==> src/rtl/mem_readin_pkg.sv <==
// Shared types and constants for the residual read-in router: seeding modes,
// default widths, and the route/tracklet-index classes used by the decode tables.
package mem_readin_pkg;

  typedef enum logic [1:0] {
    SEED_LAYER  = 2'd0,
    SEED_DISK   = 2'd1,
    SEED_HYBRID = 2'd2
  } seeding_e;

  typedef enum logic {
    ST_IDLE = 1'b0,
    ST_RUN  = 1'b1
  } state_e;

  localparam int DEF_N_MEM   = 17;
  localparam int DEF_DATA_W  = 40;
  localparam int DEF_ROUTE_W = 5;
  localparam int DEF_IDX_W   = 4;
  localparam int DEF_ADDR_W  = 6;
  localparam int DEF_BX_W    = 4;
  localparam int DROP_W      = 8;

  // tracklet-index classes
  localparam int IDX_F1F2     = 7;
  localparam int IDX_F1L1     = 6;
  localparam int IDX_L1L2_MAX = 2;
  localparam int IDX_L3L4_MAX = 5;

  // route codes
  localparam int ROUTE_L_DIRECT_MAX = 8;
  localparam int ROUTE_L_SPLIT_LO   = 9;
  localparam int ROUTE_L_SPLIT_HI   = 10;
  localparam int ROUTE_L_TAIL_LO    = 11;
  localparam int ROUTE_L_TAIL_HI    = 12;
  localparam int ROUTE_F1F2_MAX     = 6;

endpackage

==> src/rtl/mem_readin_router_decode.sv <==
// Combinational route decode: (seeding mode, route code, tracklet index) -> target
// match memory. Entries that land at or beyond N_MEM are reported as no hit.
module mem_readin_router_decode
  import mem_readin_pkg::*;
#(
  parameter seeding_e SEEDING = SEED_LAYER,
  parameter int N_MEM   = DEF_N_MEM,
  parameter int ROUTE_W = DEF_ROUTE_W,
  parameter int IDX_W   = DEF_IDX_W,
  parameter int SEL_W   = (N_MEM > 1) ? $clog2(N_MEM) : 1
) (
  input  logic [ROUTE_W-1:0] route,
  input  logic [IDX_W-1:0]   idx,
  output logic               hit,
  output logic [SEL_W-1:0]   mem_sel
);

  int r, x, tgt;

  always_comb begin
    r   = int'(route);
    x   = int'(idx);
    tgt = -1;
    case (SEEDING)
      SEED_LAYER: begin
        if (r >= 1 && r <= ROUTE_L_DIRECT_MAX)
          tgt = r - 1;
        else if (r == ROUTE_L_SPLIT_LO || r == ROUTE_L_SPLIT_HI)
          tgt = (x == IDX_F1F2) ? r + 3 : r - 1;
        else if (r >= ROUTE_L_TAIL_LO && r <= ROUTE_L_TAIL_HI)
          tgt = r - 1;
      end
      SEED_DISK: begin
        if (x == IDX_F1F2) begin
          if (r >= 1 && r <= ROUTE_F1F2_MAX) tgt = r - 1;
        end else if (x == IDX_F1L1) begin
          case (r)
            5: tgt = 6;
            1: tgt = 7;
            2: tgt = 8;
            3: tgt = 9;
            default: tgt = -1;
          endcase
        end else if (x <= IDX_L1L2_MAX) begin
          case (r)
            4: tgt = 10;
            5: tgt = 11;
            1: tgt = 12;
            2: tgt = 13;
            6: tgt = 14;
            default: tgt = -1;
          endcase
        end else if (x <= IDX_L3L4_MAX) begin
          case (r)
            4: tgt = 15;
            5: tgt = 16;
            default: tgt = -1;
          endcase
        end
      end
      default: begin
        if (x <= IDX_L1L2_MAX) begin
          case (r)
            4: tgt = 0;
            5: tgt = 1;
            1: tgt = 2;
            2: tgt = 3;
            default: tgt = -1;
          endcase
        end else if (x <= IDX_L3L4_MAX) begin
          case (r)
            4: tgt = 4;
            5: tgt = 5;
            default: tgt = -1;
          endcase
        end else if (x == IDX_F1F2) begin
          if (r >= 1 && r <= ROUTE_F1F2_MAX) tgt = r + 5;
        end else if (x == IDX_F1L1) begin
          case (r)
            5: tgt = 12;
            1: tgt = 13;
            2: tgt = 14;
            3: tgt = 15;
            default: tgt = -1;
          endcase
        end
      end
    endcase
  end

  assign hit     = (tgt >= 0) && (tgt < N_MEM);
  assign mem_sel = hit ? SEL_W'(tgt) : '0;

endmodule

==> src/rtl/mem_readin_router.sv <==
// Steers residual words from the FIFO into N_MEM match memories, with per-memory
// write addresses that restart at each BX, sticky overflow flags and a drop counter.
module mem_readin_router
  import mem_readin_pkg::*;
#(
  parameter seeding_e SEEDING = SEED_LAYER,
  parameter int N_MEM   = DEF_N_MEM,
  parameter int DATA_W  = DEF_DATA_W,
  parameter int ROUTE_W = DEF_ROUTE_W,
  parameter int IDX_W   = DEF_IDX_W,
  parameter int ADDR_W  = DEF_ADDR_W,
  parameter int BX_W    = DEF_BX_W
) (
  input  logic                      clk,
  input  logic                      reset,
  input  logic [ROUTE_W+DATA_W-1:0] data_residuals,
  input  logic                      valid,
  output logic                      ready,
  input  logic                      start,
  input  logic [BX_W-1:0]           bx_in,
  output logic [DATA_W-1:0]         output_match,
  output logic [N_MEM-1:0]          wr_en,
  output logic [N_MEM*ADDR_W-1:0]   wr_addr,
  output logic [N_MEM-1:0]          overflow,
  output logic [DROP_W-1:0]         drop_cnt,
  output logic [BX_W-1:0]           output_BX,
  output logic                      send_BX
);

  localparam int SEL_W = (N_MEM > 1) ? $clog2(N_MEM) : 1;

  state_e                          state;
  logic                            accept, hit;
  logic [SEL_W-1:0]                mem_sel;
  logic [ROUTE_W-1:0]              route;
  logic [DATA_W-1:0]               payload;
  logic [IDX_W-1:0]                idx;
  logic [N_MEM-1:0][ADDR_W-1:0]    cnt, cnt_nxt, addr_cur;
  logic [N_MEM-1:0]                wr_nxt, ovf_nxt;
  logic [DROP_W-1:0]               drop_cur;

  assign route   = data_residuals[ROUTE_W+DATA_W-1 -: ROUTE_W];
  assign payload = data_residuals[DATA_W-1:0];
  assign idx     = payload[DATA_W-1 -: IDX_W];
  assign accept  = valid & ready;

  mem_readin_router_decode #(
    .SEEDING (SEEDING),
    .N_MEM   (N_MEM),
    .ROUTE_W (ROUTE_W),
    .IDX_W   (IDX_W),
    .SEL_W   (SEL_W)
  ) u_decode (
    .route   (route),
    .idx     (idx),
    .hit     (hit),
    .mem_sel (mem_sel)
  );

  // start zeroes the BX state combinationally so a word accepted alongside it
  // is the first word of the new BX.
  for (genvar i = 0; i < N_MEM; i++) begin : g_mem
    logic              sel, cur_ovf, full;
    logic [ADDR_W-1:0] cur_cnt;
    assign sel         = accept & hit & (mem_sel == SEL_W'(i));
    assign cur_cnt     = start ? '0 : cnt[i];
    assign cur_ovf     = start ? 1'b0 : overflow[i];
    assign full        = &cur_cnt;
    assign wr_nxt[i]   = sel & ~cur_ovf;
    assign addr_cur[i] = cur_cnt;
    assign cnt_nxt[i]  = (wr_nxt[i] & ~full) ? cur_cnt + 1'b1 : cur_cnt;
    assign ovf_nxt[i]  = cur_ovf | (wr_nxt[i] & full);
  end

  assign drop_cur = start ? '0 : drop_cnt;

  always_ff @(posedge clk or negedge reset) begin
    if (!reset) begin
      state <= ST_IDLE;
      ready <= 1'b0;
    end else begin
      case (state)
        ST_IDLE: if (start) begin
          state <= ST_RUN;
          ready <= 1'b1;
        end
        ST_RUN:  ready <= 1'b1;
        default: begin
          state <= ST_IDLE;
          ready <= 1'b0;
        end
      endcase
    end
  end

  always_ff @(posedge clk or negedge reset) begin
    if (!reset) begin
      cnt          <= '0;
      overflow     <= '0;
      wr_en        <= '0;
      wr_addr      <= '0;
      output_match <= '0;
      drop_cnt     <= '0;
      output_BX    <= '0;
      send_BX      <= 1'b0;
    end else begin
      cnt      <= cnt_nxt;
      overflow <= ovf_nxt;
      wr_en    <= wr_nxt;
      send_BX  <= start;
      for (int i = 0; i < N_MEM; i++)
        if (wr_nxt[i]) wr_addr[i*ADDR_W +: ADDR_W] <= addr_cur[i];
      if (accept) output_match <= payload;
      if (start) output_BX <= bx_in;
      // overflowed-but-routed words are not counted as drops
      if (accept && !hit && drop_cur != '1) drop_cnt <= drop_cur + 1'b1;
      else                                  drop_cnt <= drop_cur;
    end
  end

endmodule

==> config.mk <==
export PLATFORM = sky130hd
export DESIGN_NAME = mem_readin_router
export DESIGN_NICKNAME = d
export VERILOG_FILES = /design/src/rtl/mem_readin_pkg.sv /design/src/rtl/mem_readin_router_decode.sv /design/src/rtl/mem_readin_router.sv
export SDC_FILE = /design/constraint.sdc
export NUM_CORES = 1
export LEC_CHECK = 0
export BUFFER_PORTS_ARGS = -buffer_cell sky130_fd_sc_hd__buf_2
export CAP_MARGIN = 40
export CORE_ASPECT_RATIO = 0.5
export CORE_MARGIN = 5
export CORE_UTILIZATION = 46
export DETAILED_ROUTE_END_ITERATION = 7
export GPL_ROUTABILITY_DRIVEN = 1
export HOLD_SLACK_MARGIN = 0.05
export PLACE_DENSITY = 0.67
export SYNTH_ARGS = -nofsm -noshare
export SYNTH_HDL_FRONTEND = slang
export SYNTH_SLANG_ARGS = --single-unit
==> constraint.sdc <==
create_clock -name clk -period 2.2 [get_ports clk]
set_input_delay 0.11 -clock clk [delete_from_list [all_inputs] [get_ports clk]]
set_output_delay 0.11 -clock clk [all_outputs]
set_load 0.03 [all_outputs]
==> metrics.yaml, run 1 <==
sta:
  rsz0062_at_grt: "no"
  layout_min_cycle_time_ns: 2.14
  fin_hold_ws_ns: 0.122
  slew_viol_final: 0
  tightest_slew_ns: 0.532
  fin_setup_tns_ns: 0
  max_freq_mhz: 466
  finalSetupViolations: 0
  slew_headroom: 0.645
  fin_worst_skew_ns: 0.0167
  hold_viol: 0
  min_period_over_period: 0.974
final_layout:
  syn_to_final_growth_pct: 34.7
  final_core_util: 0.629
  drive_gt1_frac: 0.425
  fin_cells: 1932
  fin_nets: 1600
  fillers: 2146
cts:
  cts.sinks: 287
  cts_tree: "yes"
  h-tree-depth: 1
  clkTransAtPathRegs_ns: 0.07
  clock_latency_ns: 0.56
  root_buffer: "clkbuf_16"
  cts_made_buffers: 28
  clk_path_buf_depth: 3
global_routing:
  overflow: 0
  grt_max_degree: 63
  grt_pass1_vias: 10600
  grt_pass1_wl_mm: 55.0
  track_usage: 0.211
  antenna_found_initial: 0
routing:
  wl_mm: 33.9
  vias: 10100
  firstDrtPassIters: 5
  drt_iter0_markers: 461
  avgRoutedWirePerCell_um: 17.6
  viasPerCell: 5.23
  postRouteAntennaNets: 0
  drc: 0
yosys:
  synth_cells: 1083
  ys_ff_latch: 287
  yosys_warnings: 0
  synthDistinctLibCells: 71
  yosysSeqAreaShare: 0.555
  syn-num-nets: 1158
  async_flop_share: 1.00
  synth_edf_count: 0
  post_synth.cell_area_avg_sq_um: 12.0
  syn_area_sq_um: 12900
  yosys_most_used_dff: "dfrtp_1"
flow_run:
  max-cap-violations: 0
placement:
  place_congestion: 0.847
  hpwl_mm: 24.6
  port_buffers: 242
  dpl.cell_count: 1825
power:
  p_leak_nw: 8.86
  powerDensity_nw_per_um2: 682
  finalPower_mw: 11.9
  vdd_drop_max_mv: 0.690
critical_path:
  arrival_ns: 2.58
  required_ns: 2.63
  crit_fanout: 23
  cp-end-kind: "register"
  worstSetupPathType: "in -> reg"
  cp-start-kind: "input pin"
floorplan:
  rows: 43
  die_area_sq_um: 31800
  ioPinCount: 243
  initial_core_util: 0.467
  dieHeight_um: 129
  die_x_um: 247
  core_area_sq_um: 27700
worst_hold_path:
  min_path_type: "in -> async"
outcome:
  outcome: "finished, final reports clean"
[critical path, stage by stage]
cell and delay (ns):
dlygate4sd3_1 0.58, buf_12 0.17, buf_12 0.17, buf_12 0.16, nor2b_1 0.19, ha_1 0.23
nand4_1 0.16, and3_1 0.31, nand2_2 0.12, mux2_2 0.33
[state kept, by name (all words and copies together), names as in the netlist]
name	cells
ready	1
wr_addr	102
send_BX	1
output_match	40
drop_cnt	8
wr_en	17
output_BX	4
overflow	17
cnt	96
state	1
[worst paths after layout]
| kind | start | to | slack [ns] | cells after the start |
|---|---|---|---|---|
| worst max-delay path | start | cnt[19] | 0.06 | 10 |
| worst min-delay path | reset | cnt[11] | 0.12 | 2 |
| worst max register to register | cnt[54] | cnt[59] | 0.10 | 8 |
| worst min register to register | wr_addr[97] | wr_addr[97] | 0.37 | 0 |
| max in group asynchronous | reset | cnt[71] | 1.37 | 3 |
| min in group clk | valid | overflow[11] | 0.15 | 4 |
[what timing repair did]
item                                   CTS  global route
hold buffers                            46             0
setup endpoints to repair                1            64
buffers inserted                         0             6
endpoints found under the hold margin  336             0
gates resized for setup                  1            18
pin swaps                                0             3
[cell usage after synthesis (2+ instances only)]
| cell type | count | area share |
|---|---|---|
| clkinv_1 | 3 | 0.00087 |
| inv_1 | 22 | 0.0064 |
| nand3_1 | 52 | 0.020 |
| nand2_1 | 58 | 0.017 |
| inv_2 | 2 | 0.00058 |
| a21oi_1 | 20 | 0.0077 |
| a41oi_1 | 3 | 0.0020 |
| a211oi_2 | 2 | 0.0019 |
| a21o_1 | 7 | 0.0041 |
| and4b_1 | 7 | 0.0054 |
| nand4_1 | 26 | 0.013 |
| ha_1 | 22 | 0.021 |
| a31o_2 | 5 | 0.0034 |
| buf_2 | 9 | 0.0035 |
| a41o_1 | 2 | 0.0015 |
| or2_2 | 7 | 0.0034 |
| buf_6 | 2 | 0.0017 |
| o31ai_1 | 5 | 0.0029 |
| o2bb2ai_1 | 2 | 0.0014 |
| or3_1 | 7 | 0.0034 |
| nand3_2 | 2 | 0.0015 |
| and2_1 | 12 | 0.0058 |
| nor3_1 | 22 | 0.0085 |
| a311oi_1 | 6 | 0.0041 |
| o21ai_0 | 29 | 0.011 |
| mux2i_1 | 10 | 0.0077 |
| or4_1 | 2 | 0.0012 |
| nor3b_1 | 7 | 0.0041 |
| and4_1 | 6 | 0.0041 |
| clkbuf_1 | 25 | 0.0072 |
| and3_1 | 28 | 0.014 |
| xor2_1 | 14 | 0.0095 |
| dfrtp_1 | 287 | 0.55 |
| o2111ai_1 | 3 | 0.0020 |
| nor2b_1 | 90 | 0.043 |
| buf_4 | 5 | 0.0029 |
| xnor2_1 | 43 | 0.029 |
| buf_1 | 5 | 0.0014 |
| a31oi_1 | 5 | 0.0024 |
| nand2b_1 | 8 | 0.0039 |
| nor4_1 | 5 | 0.0024 |
| mux2_2 | 145 | 0.13 |
| nor2_1 | 33 | 0.0096 |
[stage by stage]
| stage | cell area, sq um | setup slack (ns) |
|---|---|---|
| final | 17400 | 0.0563 |
| after global placement | 15900 | -0.466 |
| after detailed placement | 15900 | -0.561 |
| after global routing | 17400 | 0.00375 |
| after CTS | 17300 | 0.00997 |
| after floorplan | 13100 | -0.233 |
[layer usage]
layer | vias to the layer above | GRT usage | wire length [um] | part of all wire
li1 | 4726 | - | - | -
met1 | 5082 | 0.276 | 14500 | 0.43
met2 | 228 | 0.359 | 16700 | 0.49
met3 | 69 | 0.0471 | 1770 | 0.052
met4 | 0 | 0.0613 | 965 | 0.028
met5 | - | 0 | 0 | 0
[logic make-up (layout without fill, tap and decap cells)]
logic type	count (synthesis)	in the layout	share of synthesized area
buffers and inverters	73	537	0.0246
AOI/OAI and AO/OA	105	105	0.0579
and+or+nand+nor	383	383	0.169
xor gates and xnor gates	57	57	0.0386
muxes	155	155	0.134
other	1	4	0.000290
adders and majority gates	22	22	0.0213
DFF	287	287	0.555
[cells in the final DEF, fill, tap and decap left out, drive strengths merged, types with 8 or more instances in the layout]
| cell | netlist | layout |
|---|---|---|
| nor2b | 90 | 90 |
| nand3 | 54 | 54 |
| o21ai | 30 | 30 |
| buf | 21 | 412 |
| ha | 22 | 22 |
| nand2 | 58 | 58 |
| mux2i | 10 | 10 |
| nor2 | 33 | 33 |
| dfrtp | 287 | 287 |
| or2 | 9 | 9 |
| xor2 | 14 | 14 |
| xnor2 | 43 | 43 |
| and3 | 28 | 28 |
| inv | 24 | 26 |
| dlygate4sd3 | 0 | 46 |
| and2 | 12 | 12 |
| a21oi | 21 | 21 |
| nand4 | 27 | 27 |
| mux2 | 145 | 145 |
| nand2b | 8 | 8 |
| clkbuf | 25 | 41 |
| nor3 | 23 | 23 |
[where the power goes]
| part | switching [mW] | internal (mW) |
|---|---|---|
| combinational | 0.802 | 0.525 |
| sequential | 0.0679 | 5.41 |
| clock | 2.06 | 3.03 |
| total | 2.93 | 8.96 |
[final cells by class]
type,count,area [sq um],share of cell area
timing repair buffer,458,3140,0.180
clock inverter,11,139,0.00796
multi-input combinational,723,5540,0.318
sequential,287,7180,0.412
tap,382,478,0.0274
clock buffer,41,851,0.0488
antenna,3,7.51,0.000431
inverter,27,101,0.00581
No activity file was read; power rests on OpenSTA's default activity.
==> run 2, diff against run 1 <==
==> constraint.sdc (replaced) <==
create_clock -name clk -period 1.73 [get_ports clk]
set_input_delay 0.0865 -clock clk [delete_from_list [all_inputs] [get_ports clk]]
set_output_delay 0.0865 -clock clk [all_outputs]
set_load 0.05 [all_outputs]
==> run 2 against run 1 <==
The flow now finishes with violations (setup timing). Routed wire length increased by 17%. Clock power increased by 30%. Critical path depth decreased by 3. Via count increased by 10%. Hold slack got worse by 0.063 ns. Final cell count increased by 8.1%. Cell area increased by 19%. Sequential cell count unchanged.
==> metrics.yaml, run 2 (same netlist as run 1, synthesis figures left out) <==
sta:
  fin_worst_skew_ns: 0.00882  # -0.00785 ns
  setup_slack_ns: -0.298  # -0.354 ns
  max_freq_mhz: 493
  slew_headroom: 0.634  # -0.0117
  slew_viol_final: 0  # unchanged
  min_period_over_period: 1.17
  finalSetupViolations: 201  # +201
  tightest_slew_ns: 0.549  # +0.0175 ns
  rsz0062_at_grt: "yes"
  layout_min_cycle_time_ns: 2.03
  hold_viol: 0  # unchanged
power:
  powerDensity_nw_per_um2: 769  # +13%
  power_frac_seq: 0.436  # -0.024
  p_int_mw: 11.6  # +30%
  vdd_drop_max_mv: 0.789  # +14%
  clock_power_share: 0.416  # -0.012
  pwr-share-comb: 0.148  # +0.036
  switching_share: 0.271  # +0.0250
  finalPower_mw: 16.0  # +34%
  p_leak_nw: 10.2  # +15%
  switching_power_mw: 4.33  # +48%
outcome:
  outcome: "complete, but fails checks"
  violations: "setup timing"
critical_path:
  crit_chain: "and4_4 -> o21ai_4 -> or3_4 -> a211oi_4 -> buf_6 -> and2_4 -> mux2_4"
  crit_fanout: 5  # -78%
  worstSetupPathType: "reg -> reg"
  cp-end-kind: "register"
  max_stage_delay_ns: 0.39  # -0.19 ns
  crit_slowest_cell: "or3_4"
  reg2reg_slack_ns: -0.30  # -0.40 ns
  arrival_ns: 2.48  # -0.10 ns
  cp-start-kind: "register"
  required_ns: 2.18  # -0.45 ns
cts:
  cts_tree: "yes"
  h-tree-depth: 1  # unchanged
  clk_path_buf_depth: 3  # unchanged
  root_buffer: "clkbuf_16"
  cts.sinks: 287  # unchanged
  cts_made_buffers: 27  # -3.6%
  clkTransAtPathRegs_ns: 0.07  # about the same
  clock_latency_ns: 0.56  # about the same
final_layout:
  syn_to_final_growth_pct: 60.3
  final_common_cell: "dfrtp_1"
  drive_gt1_frac: 0.589  # +0.163
  largest_register_ffs: 102  # unchanged
  antennaDiodeCount: 0  # -3
  fillers: 1767  # -18%
  fin_nets: 1762  # +10%
  fin_cells: 2089  # +8.1%
  final_cell_mix: "dfrtp_1, buf_2, buf_4"
  final_cell_area_sq_um: 20800  # +19%
  largest_registers: "wr_addr (102), cnt (96), output_match (40)"
  regMostFlops: "wr_addr"
  final_core_util: 0.749  # +0.120
global_routing:
  antenna_found_initial: 0  # unchanged
  grt_pass1_vias: 11800  # +11%
  overflow: 0  # unchanged
  grt_pass1_wl_mm: 61.7  # +12%
  grt_max_degree: 48  # -24%
  track_usage: 0.238  # +0.0270
floorplan:
  rows: 43  # unchanged
  dieHeight_um: 129  # unchanged
  ioPinCount: 243  # unchanged
  initial_core_util: 0.467  # unchanged
  core_area_sq_um: 27700  # unchanged
  die_x_um: 247  # unchanged
  die_area_sq_um: 31800  # unchanged
placement:
  pre_cts_ws_ns: -1.05  # -0.485 ns
  place_congestion: 0.884  # +4.3%
  dpl.cell_count: 1903  # +4.3%
  port_buffers: 242  # unchanged
  hpwl_mm: 25.6  # +3.9%
  placed_cell_area_sq_um: 16700  # +4.9%
routing:
  drc: 0  # unchanged
  drt_iter0_markers: 664  # +44%
  viasPerCell: 5.34  # +2.1%
  avgRoutedWirePerCell_um: 19.0  # +8.5%
  firstDrtPassIters: 5  # unchanged
  postRouteAntennaNets: 0  # unchanged
  wl_mm: 39.8  # +17%
  vias: 11200  # +10%
worst_hold_path:
  min_path_type: "in -> reg"
flow_run:
  max-cap-violations: 0  # unchanged
## run 2: what timing repair did
item	4_1_cts	5_1_grt
gates resized for setup	291	170
setup endpoints to repair	209	211
hold buffers	49	2
hold endpoints to repair	335	2
gates cloned	4	0
pin swaps	82	72
setup buffers	57	46
## run 2: area by class of cell
cell class	count	area [sq um]	area share
timing repair buffer	620	4750	0.229
tap	382	478	0.0230
multi-input combinational	723	7210	0.348
clock buffer	33	748	0.0361
inverter	27	139	0.00669
sequential	287	7190	0.346
timing repair inverter	1	7.51	0.000362
clock inverter	16	234	0.0113
## run 2: path summary, 6_finish.rpt
check / cells after the start / startpoint / to
min in group asynchronous: 3 / reset / wr_addr[100]
max in group asynchronous: 4 / reset / output_match[16]
worst min register to register: 0 / wr_addr[101] / wr_addr[101]
worst max register to register: 7 / ready / cnt[1]
worst max-delay path: 7 / ready / cnt[1]
worst min-delay path: 3 / start / drop_cnt[6]
## run 2: worst max-delay path: cells and delay by family (launching register included)
family          cells  cell delay (ns)
mux                 1             0.29
compound gates      2             0.29
buf+inv             1             0.17
flops               1             0.38
simple gates        3             0.79
## run 2: per-stage QoR
| stage | setup TNS [ns] | hold slack [ns] |
|---|---|---|
| after floorplan | -90.24 | -0.209 |
| after global placement | -160.26 | 0.0194 |
| after detailed placement | -174.45 | 0.0213 |
| after CTS | -21.29 | 0.0589 |
| after global routing | -37.99 | 0.0849 |
| final | -26.88 | 0.0593 |
## run 2: per-layer routing
metal,vias to the layer above,wire length [um],global-route usage
li1,5045,-,-
met1,5704,16400,0.304
met2,299,20300,0.416
met3,112,1610,0.0405
met4,0,1510,0.0844
met5,-,0,0
## run 2: power groups by stage
stage / combinational (mW) / sequential (mW) / clock (mW)
3_3_place_gp: 1.85 / 7.08 / 0
3_5_place_dp: 1.89 / 7.09 / 0
6_report: 2.36 / 6.97 / 6.63
2_1_floorplan: 0.526 / 7.65 / 0
4_1_cts: 2.17 / 6.97 / 6.75
5_1_grt: 2.49 / 6.98 / 7.05
==> run 3, diff against run 2 <==
- BUFFER_PORTS_ARGS: -buffer_cell sky130_fd_sc_hd__buf_2 -> -buffer_cell sky130_fd_sc_hd__buf_4
==> run 3 against run 2 <==
Clock skew up 0.0015 ns. Critical path depth is 1 higher. Hold slack gained 0.019 ns. Critical endpoint is now cnt[45]. Critical path type unchanged. Die area unchanged. Worst setup slack better by 0.027 ns. The flow still finishes with violations (setup timing).
==> metrics.yaml, run 3 (same netlist as run 1, synthesis figures left out) <==
outcome:
  outcome: "complete, but fails checks"
  violations: "setup timing"
placement:
  dpl.cell_count: 1912  # +0.47%
  hpwl_mm: 25.6  # about the same
  port_buffers: 242  # unchanged
  pre_cts_ws_ns: -0.983  # +0.0631 ns
  place_congestion: 0.862  # -2.4%
critical_path:
  crit_slowest_cell: "dfrtp_2"
  worstSetupPathType: "reg -> reg"
  crit_chain: "buf_6 -> nand4bb_4 -> a21o_1 -> nor4_4 -> nand4_1 -> buf_4 -> o21ai_0 -> a21oi_2"
  cp-end-kind: "register"
  crit_fanout: 4  # -1
  max_stage_delay_ns: 0.38  # about the same
  cp-start-kind: "register"
  arrival_ns: 2.43  # -0.05 ns
  required_ns: 2.16  # -0.02 ns
floorplan:
  rows: 43  # unchanged
  die_area_sq_um: 31800  # unchanged
  core_area_sq_um: 27700  # unchanged
  initial_core_util: 0.467  # unchanged
  die_x_um: 247  # unchanged
  ioPinCount: 243  # unchanged
  dieHeight_um: 129  # unchanged
power:
  pwr-share-comb: 0.162  # +0.014
  finalPower_mw: 15.2  # -4.5%
  p_leak_nw: 10.1  # -0.85%
  power_frac_seq: 0.458  # +0.022
  powerDensity_nw_per_um2: 724  # -5.9%
  switching_share: 0.277  # +0.00551
  clock_power_share: 0.380  # -0.036
  switching_power_mw: 4.22  # -2.6%
  p_int_mw: 11.0  # -5.2%
  vdd_drop_max_mv: 0.889  # +13%
final_layout:
  largest_register_ffs: 102  # unchanged
  regMostFlops: "wr_addr"
  fin_nets: 1756  # -0.34%
  drive_gt1_frac: 0.582  # -0.00665
  final_common_cell: "buf_4"
  largest_registers: "wr_addr (102), cnt (96), output_match (40)"
  final_cell_mix: "buf_4, dfrtp_1, mux2_2"
  seq_area_sq_um: 7190  # unchanged
  fin_cells: 2082  # -0.34%
  syn_to_final_growth_pct: 62.5
  fillers: 1722  # -2.5%
  multi_input_area_sq_um: 7090  # -1.7%
sta:
  slew_viol_final: 0  # unchanged
  rsz0062_at_grt: "yes"
  finalSetupViolations: 181  # -10%
  hold_viol: 0  # unchanged
  layout_min_cycle_time_ns: 2.00  # -0.0269 ns
  min_period_over_period: 1.16  # -0.0156
  fin_setup_tns_ns: -19.72  # +7.16 ns
  setup_slack_ns: -0.271  # +0.0269 ns
  fin_worst_skew_ns: 0.0103  # +0.00152 ns
  max_freq_mhz: 500  # +1.3%
cts:
  h-tree-depth: 1  # unchanged
  cts_made_buffers: 27  # unchanged
  clk_path_buf_depth: 3  # unchanged
  clock_latency_ns: 0.55  # about the same
  clkTransAtPathRegs_ns: 0.07  # about the same
  root_buffer: "clkbuf_16"
  cts.sinks: 287  # unchanged
  cts_tree: "yes"
global_routing:
  grt_max_degree: 67  # +40%
  grt_pass1_wl_mm: 60.7  # -1.7%
  overflow: 0  # unchanged
  track_usage: 0.235  # -0.00314
  antenna_found_initial: 0  # unchanged
  grt_pass1_vias: 11500  # -2.5%
flow_run:
  max-cap-violations: 0  # unchanged
routing:
  drt_iter0_markers: 681  # +2.6%
  avgRoutedWirePerCell_um: 18.9  # -0.63%
  drc: 0  # unchanged
  viasPerCell: 5.22  # -2.4%
  firstDrtPassIters: 5  # unchanged
  vias: 10900  # -2.7%
  postRouteAntennaNets: 0  # unchanged
  wl_mm: 39.4  # -0.96%
worst_hold_path:
  min_path_type: "in -> reg"
run 3: area by class of cell:
cell class	count	share of cell area
inverters	27	0.00660
clock inverters	11	0.00303
repair inverters	1	0.000357
diodes	1	0.000119
flip-flops and latches	287	0.341
well taps	382	0.0227
repair buffers	614	0.252
multi-input cells	723	0.337
clock buffers	36	0.0366
run 3: timing repair:
item | 4_1_cts | 5_1_grt
endpoints found under the hold margin | 341 | 0
cloned | 3 | 0
buffers inserted | 46 | 31
pin swaps | 80 | 74
resized for setup | 252 | 179
setup endpoints to repair | 207 | 218
hold buffers | 52 | 0
run 3: metal layers:
metal,part of all wire,track usage,vias to the layer above
li1,-,-,5009
met1,0.41,0.306,5511
met2,0.52,0.414,270
met3,0.045,0.0432,69
met4,0.026,0.0567,0
met5,0,0,-
run 3: worst paths after layout:
kind / startpoint / end / slack [ns] / cells after the start
max: ready / cnt[45] / -0.27 / 8
min: start / cnt[93] / 0.08 / 4
max reg2reg: ready / cnt[45] / -0.27 / 8
min reg2reg: wr_addr[101] / wr_addr[101] / 0.38 / 0
max in group asynchronous: reset / wr_addr[81] / 1.20 / 3
min in group asynchronous: reset / overflow[2] / 0.17 / 3
run 3: power by group through the flow:
stage,sequential (mW),combinational (mW),clock [mW]
floorplan,7.65,0.526,0
global placement,7.09,1.99,0
detailed placement,7.10,2.03,0
CTS,6.97,2.32,5.91
global route,6.99,2.60,6.24
finish,6.97,2.47,5.80
run 3: metrics by stage:
step	utilization	area, sq um	hold WS [ns]
2_1_floorplan	-	13300	-0.209
6_report	0.759	21000	0.0783
3_5_place_dp	0.626	17300	0.00981
5_1_grt	0.759	21000	0.0691
3_3_place_gp	0.626	17300	0.00266
4_1_cts	0.726	20100	0.0563
run 3: worst max-delay path: cells and delay by family (launching register included):
family | cells | cell delay [ns]
AO/OA/AOI/OAI | 3 | 0.50
buffers and inverters | 2 | 0.37
flip-flops | 1 | 0.38
AND/OR/NAND/NOR | 3 | 0.62
